--- config.mk ---
export PLATFORM = sky130hd
export DESIGN_NAME = ras_event_queue
export DESIGN_NICKNAME = d
export VERILOG_FILES = /design/src/rtl/ras_event_queue.sv
export SDC_FILE = /design/constraint.sdc
export NUM_CORES = 1
export LEC_CHECK = 0
export CORE_AREA = 2 2 181 183
export DETAILED_ROUTE_END_ITERATION = 10
export DIE_AREA = 0 0 183 185
export PLACE_DENSITY_LB_ADDON = 0.2
export SLEW_MARGIN = 20
export SYNTH_ARGS = -nofsm -noshare
export SYNTH_HDL_FRONTEND = slang
export SYNTH_SLANG_ARGS = --single-unit
--- constraint.sdc ---
create_clock -name clk -period 5.87 [get_ports clk]
set_clock_uncertainty 0.15 [all_clocks]
set_input_delay 1.4675 -clock clk [delete_from_list [all_inputs] [get_ports clk]]
set_output_delay 1.4675 -clock clk [all_outputs]
set_load 0.1 [all_outputs]
--- src/rtl/ras_event_queue.sv ---
// Return-address-stack producer: classifies fetched CALL/RETURN instructions, keeps them in order
// and replays them as registered commits at writeback. Define RAS_EVQ_RVC_EN to decode 16-bit RVC jumps.
module ras_event_queue #(
  parameter int Q_SIZE = 3
) (
  input  logic              clk,
  input  logic              reset,
  input  logic              fch_valid,
  output logic              fch_ready,
  input  logic [31:0]       fch_insn,
  input  logic [31:0]       fch_pc,
  output logic              fch_predict_call,
  output logic              fch_predict_ret,
  output logic [31:0]       fch_link_addr,
  input  logic              wrb_retire,
  input  logic              wrb_restart_in,
  output logic              wrb_commit_call,
  output logic              wrb_commit_ret,
  output logic [31:0]       wrb_link_addr,
  output logic              wrb_restart,
  output logic [Q_SIZE:0]   q_count,
  output logic              q_underflow
);

  localparam int DEPTH = 1 << Q_SIZE;
  localparam logic [1:0] CLS_NONE = 2'b00;
  localparam logic [1:0] CLS_CALL = 2'b01;
  localparam logic [1:0] CLS_RET  = 2'b10;

  logic [Q_SIZE-1:0] head_r;
  logic [Q_SIZE-1:0] tail_r;
  logic [Q_SIZE:0]   count_r;
  logic [32:0]       mem_r [0:DEPTH-1];

  logic [1:0]  cls_s;
  logic [31:0] link_s;
  logic [31:0] pc_even_s;
  logic [6:0]  opcode_s;
  logic [2:0]  funct3_s;
  logic        rd_link_s;
  logic        rs1_link_s;
  logic        full_s;
  logic        empty_s;
  logic        accept_s;
  logic        retire_ok_s;
  logic        underflow_s;
  logic [32:0] head_entry_s;
  logic [1:0]  head_cls_s;
  logic [30:0] head_link_s;
  logic [Q_SIZE:0] count_next_s;
  logic        unused_s;

  // The low pc bit never contributes to a link address, and the upper immediate bits never affect the class.
  assign unused_s = ^{fch_pc[0], fch_insn[31:20]};

  assign pc_even_s  = {fch_pc[31:1], 1'b0};
  assign opcode_s   = fch_insn[6:0];
  assign funct3_s   = fch_insn[14:12];
  assign rd_link_s  = (fch_insn[11:7] == 5'd1) || (fch_insn[11:7] == 5'd5);
  assign rs1_link_s = (fch_insn[19:15] == 5'd1) || (fch_insn[19:15] == 5'd5);

  // Instruction classification and link address for the word at fetch
  always_comb begin
    cls_s  = CLS_NONE;
    link_s = pc_even_s + 32'd4;
    if (fch_insn[1:0] == 2'b11) begin
      if (opcode_s == 7'b1101111) begin
        if (rd_link_s) begin
          cls_s = CLS_CALL;
        end else begin
          cls_s = CLS_NONE;
        end
      end else if ((opcode_s == 7'b1100111) && (funct3_s == 3'b000)) begin
        // A link destination wins over a link source: jalr x1,0(x5) is a call.
        if (rd_link_s) begin
          cls_s = CLS_CALL;
        end else if (rs1_link_s) begin
          cls_s = CLS_RET;
        end else begin
          cls_s = CLS_NONE;
        end
      end else begin
        cls_s = CLS_NONE;
      end
    end else begin
`ifdef RAS_EVQ_RVC_EN
      link_s = pc_even_s + 32'd2;
      if ((fch_insn[15:13] == 3'b001) && (fch_insn[1:0] == 2'b01)) begin
        cls_s = CLS_CALL;
      end else if ((fch_insn[15:13] == 3'b100) && (fch_insn[1:0] == 2'b10) &&
                   (fch_insn[6:2] == 5'd0)) begin
        if (fch_insn[12] && (fch_insn[11:7] != 5'd0)) begin
          cls_s = CLS_CALL;
        end else if (!fch_insn[12] && rd_link_s) begin
          cls_s = CLS_RET;
        end else begin
          cls_s = CLS_NONE;
        end
      end else begin
        cls_s = CLS_NONE;
      end
`else
      cls_s = CLS_NONE;
`endif
    end
  end

  assign full_s      = count_r[Q_SIZE];
  assign empty_s     = (count_r == {(Q_SIZE+1){1'b0}});
  assign fch_ready   = !full_s && !wrb_restart_in;
  assign accept_s    = fch_valid && fch_ready;
  assign retire_ok_s = wrb_retire && !empty_s;
  assign underflow_s = wrb_retire && empty_s;

  assign fch_predict_call = accept_s && (cls_s == CLS_CALL);
  assign fch_predict_ret  = accept_s && (cls_s == CLS_RET);
  assign fch_link_addr    = link_s;

  assign head_entry_s = mem_r[head_r];
  assign head_cls_s   = head_entry_s[32:31];
  assign head_link_s  = head_entry_s[30:0];
  assign q_count      = count_r;

  // Occupancy change from this cycle's accept/retire pair
  always_comb begin
    count_next_s = count_r;
    case ({accept_s, retire_ok_s})
      2'b10:   count_next_s = count_r + {{Q_SIZE{1'b0}}, 1'b1};
      2'b01:   count_next_s = count_r - {{Q_SIZE{1'b0}}, 1'b1};
      default: count_next_s = count_r;
    endcase
  end

  // Entry storage; contents need no reset because occupancy gates every read
  always_ff @(posedge clk) begin
    if (accept_s) begin
      mem_r[tail_r] <= {cls_s, link_s[31:1]};
    end
  end

  // Queue pointers and occupancy; a restart flushes after the retire has read the head
  always_ff @(posedge clk or posedge reset) begin
    if (reset) begin
      head_r  <= {Q_SIZE{1'b0}};
      tail_r  <= {Q_SIZE{1'b0}};
      count_r <= {(Q_SIZE+1){1'b0}};
    end else if (wrb_restart_in) begin
      head_r  <= {Q_SIZE{1'b0}};
      tail_r  <= {Q_SIZE{1'b0}};
      count_r <= {(Q_SIZE+1){1'b0}};
    end else begin
      if (accept_s) begin
        tail_r <= tail_r + {{(Q_SIZE-1){1'b0}}, 1'b1};
      end
      if (retire_ok_s) begin
        head_r <= head_r + {{(Q_SIZE-1){1'b0}}, 1'b1};
      end
      count_r <= count_next_s;
    end
  end

  // Commit replay toward the non-speculative RAS, aligned with the forwarded restart
  always_ff @(posedge clk or posedge reset) begin
    if (reset) begin
      wrb_commit_call <= 1'b0;
      wrb_commit_ret  <= 1'b0;
      wrb_link_addr   <= 32'd0;
      wrb_restart     <= 1'b0;
      q_underflow     <= 1'b0;
    end else begin
      wrb_commit_call <= retire_ok_s && (head_cls_s == CLS_CALL);
      wrb_commit_ret  <= retire_ok_s && (head_cls_s == CLS_RET);
      wrb_restart     <= wrb_restart_in;
      if (retire_ok_s && (head_cls_s == CLS_CALL)) begin
        wrb_link_addr <= {head_link_s, 1'b0};
      end
      if (underflow_s) begin
        q_underflow <= 1'b1;
      end
    end
  end

endmodule

==> results.json <==
{
  "crit_required_ns": 4.25,
  "drcViolationCount": 0,
  "cts_resized": 0,
  "die-area_mm2": 0.0339,
  "synth_top_area_cell": "edfxtp_1",
  "max_freq_mhz": 181,
  "path_clk_slew_ns": 0.06,
  "powerDensity_mw_per_mm2": 451,
  "via_per_inst": 5.28,
  "whs_ns": 0.339,
  "nets": 865,
  "synth_top_area_share_pct": 63.2,
  "synthTopCellsByCount": "edfxtp_1, mux4_2, dfrtp_1",
  "p_leak_uw": 0.00540,
  "ant_nets": 0,
  "die_h_um": 185,
  "rows": 66,
  "synth_edf_count": 264,
  "cts-root-buf": "clkbuf_16",
  "track_usage_pct": 16.9,
  "crit_start": "fch_pc[3]",
  "vias": 6460,
  "grt_pass1_wl_um": 42000,
  "r2r-end": "wrb_link_addr[15]",
  "core-area_mm2": 0.0320,
  "htree_levels": 2,
  "ys_seq_area_share_pct": 72.1,
  "hold_buffers": 0,
  "ys_types": 42,
  "grt_overflow": 0,
  "min_path_type": "flop to flop",
  "clk_latency_ns": 0.50,
  "drv_cap": 0,
  "rsz0062_at_grt": "false",
  "cts_tree": "done",
  "finalCritPeriodShare_pct": 93.9,
  "io_pins": 144,
  "outcome": "completed",
  "final_cells": 1223,
  "cts.sinks": 309,
  "power.total_uw": 7100,
  "antenna_cells": 0,
  "grt_antenna_before_repair": 0,
  "syn_inst": 623,
  "tightest_slew_ns": 0.992,
  "placed_cells": 1163,
  "first_pass_iters": 5,
  "area_growth_pct": 25.4,
  "wl_per_cell_um": 22.8,
  "hpwl_um": 15600,
  "yosysWarningCount": 0,
  "period_needed_ns": 5.51,
  "post-cts-setup-buffer-count": 0,
  "ff2ff_path_depth": 5,
  "drt-total-wl_um": 27900,
  "synthMostInstantiatedCell": "edfxtp_1",
  "path_class": "input pin to output pin",
  "ys.flop_type": "edfxtp_1",
  "peakVddDrop_mv": 0.253,
  "r2r_setup_slack_ns": 2.33,
  "worstPathArrival_ns": 3.89,
  "reg2reg_from": "head_r[0]",
  "setup_violations": 0,
  "syn-mean-instance-area_um2": 20.1,
  "cp-start-kind": "input pin",
  "slew-limit-headroom_pct": 33.6,
  "numCtsBuffers": 34,
  "grt_pass1_vias": 6791,
  "synth-seq-cells": 309,
  "final-hold-violation-count": 0,
  "finalMaxSlewViolations": 0,
  "cp_max_fo": 9,
  "drive_gt1_share_pct": 31.5,
  "synthArstFlopShare_pct": 14.6,
  "end_kind": "output pin",
  "gp_congestion": 0.730,
  "start_util_pct": 39.2,
  "drtIter0Drc": 466,
  "setup_tns_ns": 0,
  "grt_start_max_net_pins": 51,
  "utilization_pct": 49.1,
  "io_buffers": 126,
  "cts_buffer_depth": 3,
  "synth_area_leaders": "edfxtp_1, mux4_2, dfrtp_1",
  "syn-cell-area_mm2": 0.0126,
  "fp.dieW_um": 183,
  "critical_path.endpoint": "fch_link_addr[30]"
}
## final cells by class
cell class	instances	area, µm²
flip-flops and latches	309	9060
inverters	3	11.3
clock buffers	51	1010
multi-input cells	281	3380
fillers	2667	16300
repair buffers	162	1730
well taps	408	510
clock inverters	9	41.3
## cell usage in the layout, fill, tap and decap left out, types with 6 or more instances in the layout
cell type / count
and4_1: 6
buf_12: 23
buf_4: 47
clkbuf_1: 11
clkbuf_16: 37
clkdlybuf4s50_1: 92
clkinv_2: 6
dfrtp_1: 42
edfxtp_1: 264
mux2_2: 35
mux2_4: 29
mux4_2: 63
nand2_1: 18
nand3_1: 12
nand4_1: 7
nor2_1: 13
xnor2_1: 28
xor2_1: 8
## worst max-delay path, cell delays in order
cell and delay (ns):
clkdlybuf4s50_1 0.56, ha_1 0.27, and3_1 0.36, and2_1 0.45, nand4_1 0.17, xnor2_1 0.20
buf_4 0.21, buf_12 0.18
## sequential cells by signal, indices dropped and copies added, names as in the netlist
register	count
wrb_commit_ret	1
tail_r	3
q_underflow	1
wrb_restart	1
mem_r	264
wrb_commit_call	1
wrb_link_addr	31
head_r	3
q_count	4
## metrics by stage
stage,setup slack (ns),instance area [µm²]
2_1_floorplan,0.167,12600
3_3_place_gp,0.384,14700
3_5_place_dp,0.371,14700
4_1_cts,0.348,15700
5_1_grt,0.219,15700
6_report,0.360,15700
## cell families after synthesis
logic type | Yosys count | share of synthesized area (%)
and+or+nand+nor | 95 | 4.26
DFF | 309 | 72.1
muxes | 132 | 18.4
other | 1 | 0.0299
buffers and inverters | 34 | 1.51
xor gates and xnor gates | 36 | 2.51
AOI/OAI and AO/OA | 11 | 0.628
adders and majority gates | 5 | 0.498
## per-layer routing
layer	GRT usage (%)	wire length (µm)	vias to the layer above
li1	-	-	2847
met1	23.5	12300	3370
met2	28.2	13700	199
met3	2.46	1360	44
met4	4.22	490	0
met5	0	0	-
## how the worst min path moves through the flow
| stage | cells past startpoint | from | end |
|---|---|---|---|
| finish | 1 | q_underflow | q_underflow |
| global route | 1 | q_underflow | q_underflow |
| CTS | 1 | q_underflow | q_underflow |
| detailed placement | 1 | q_underflow | q_underflow |
| global placement | 1 | q_underflow | q_underflow |
| floorplan | 3 | tail_r[1] | tail_r[1] |
## power breakdown
part	internal (µW)	switching, µW	total (µW)
combinational	854	1460	2310
clock	1180	795	1980
sequential	2600	214	2810
total	4630	2470	7100
Note: power is estimated with default switching activity, not from simulation.
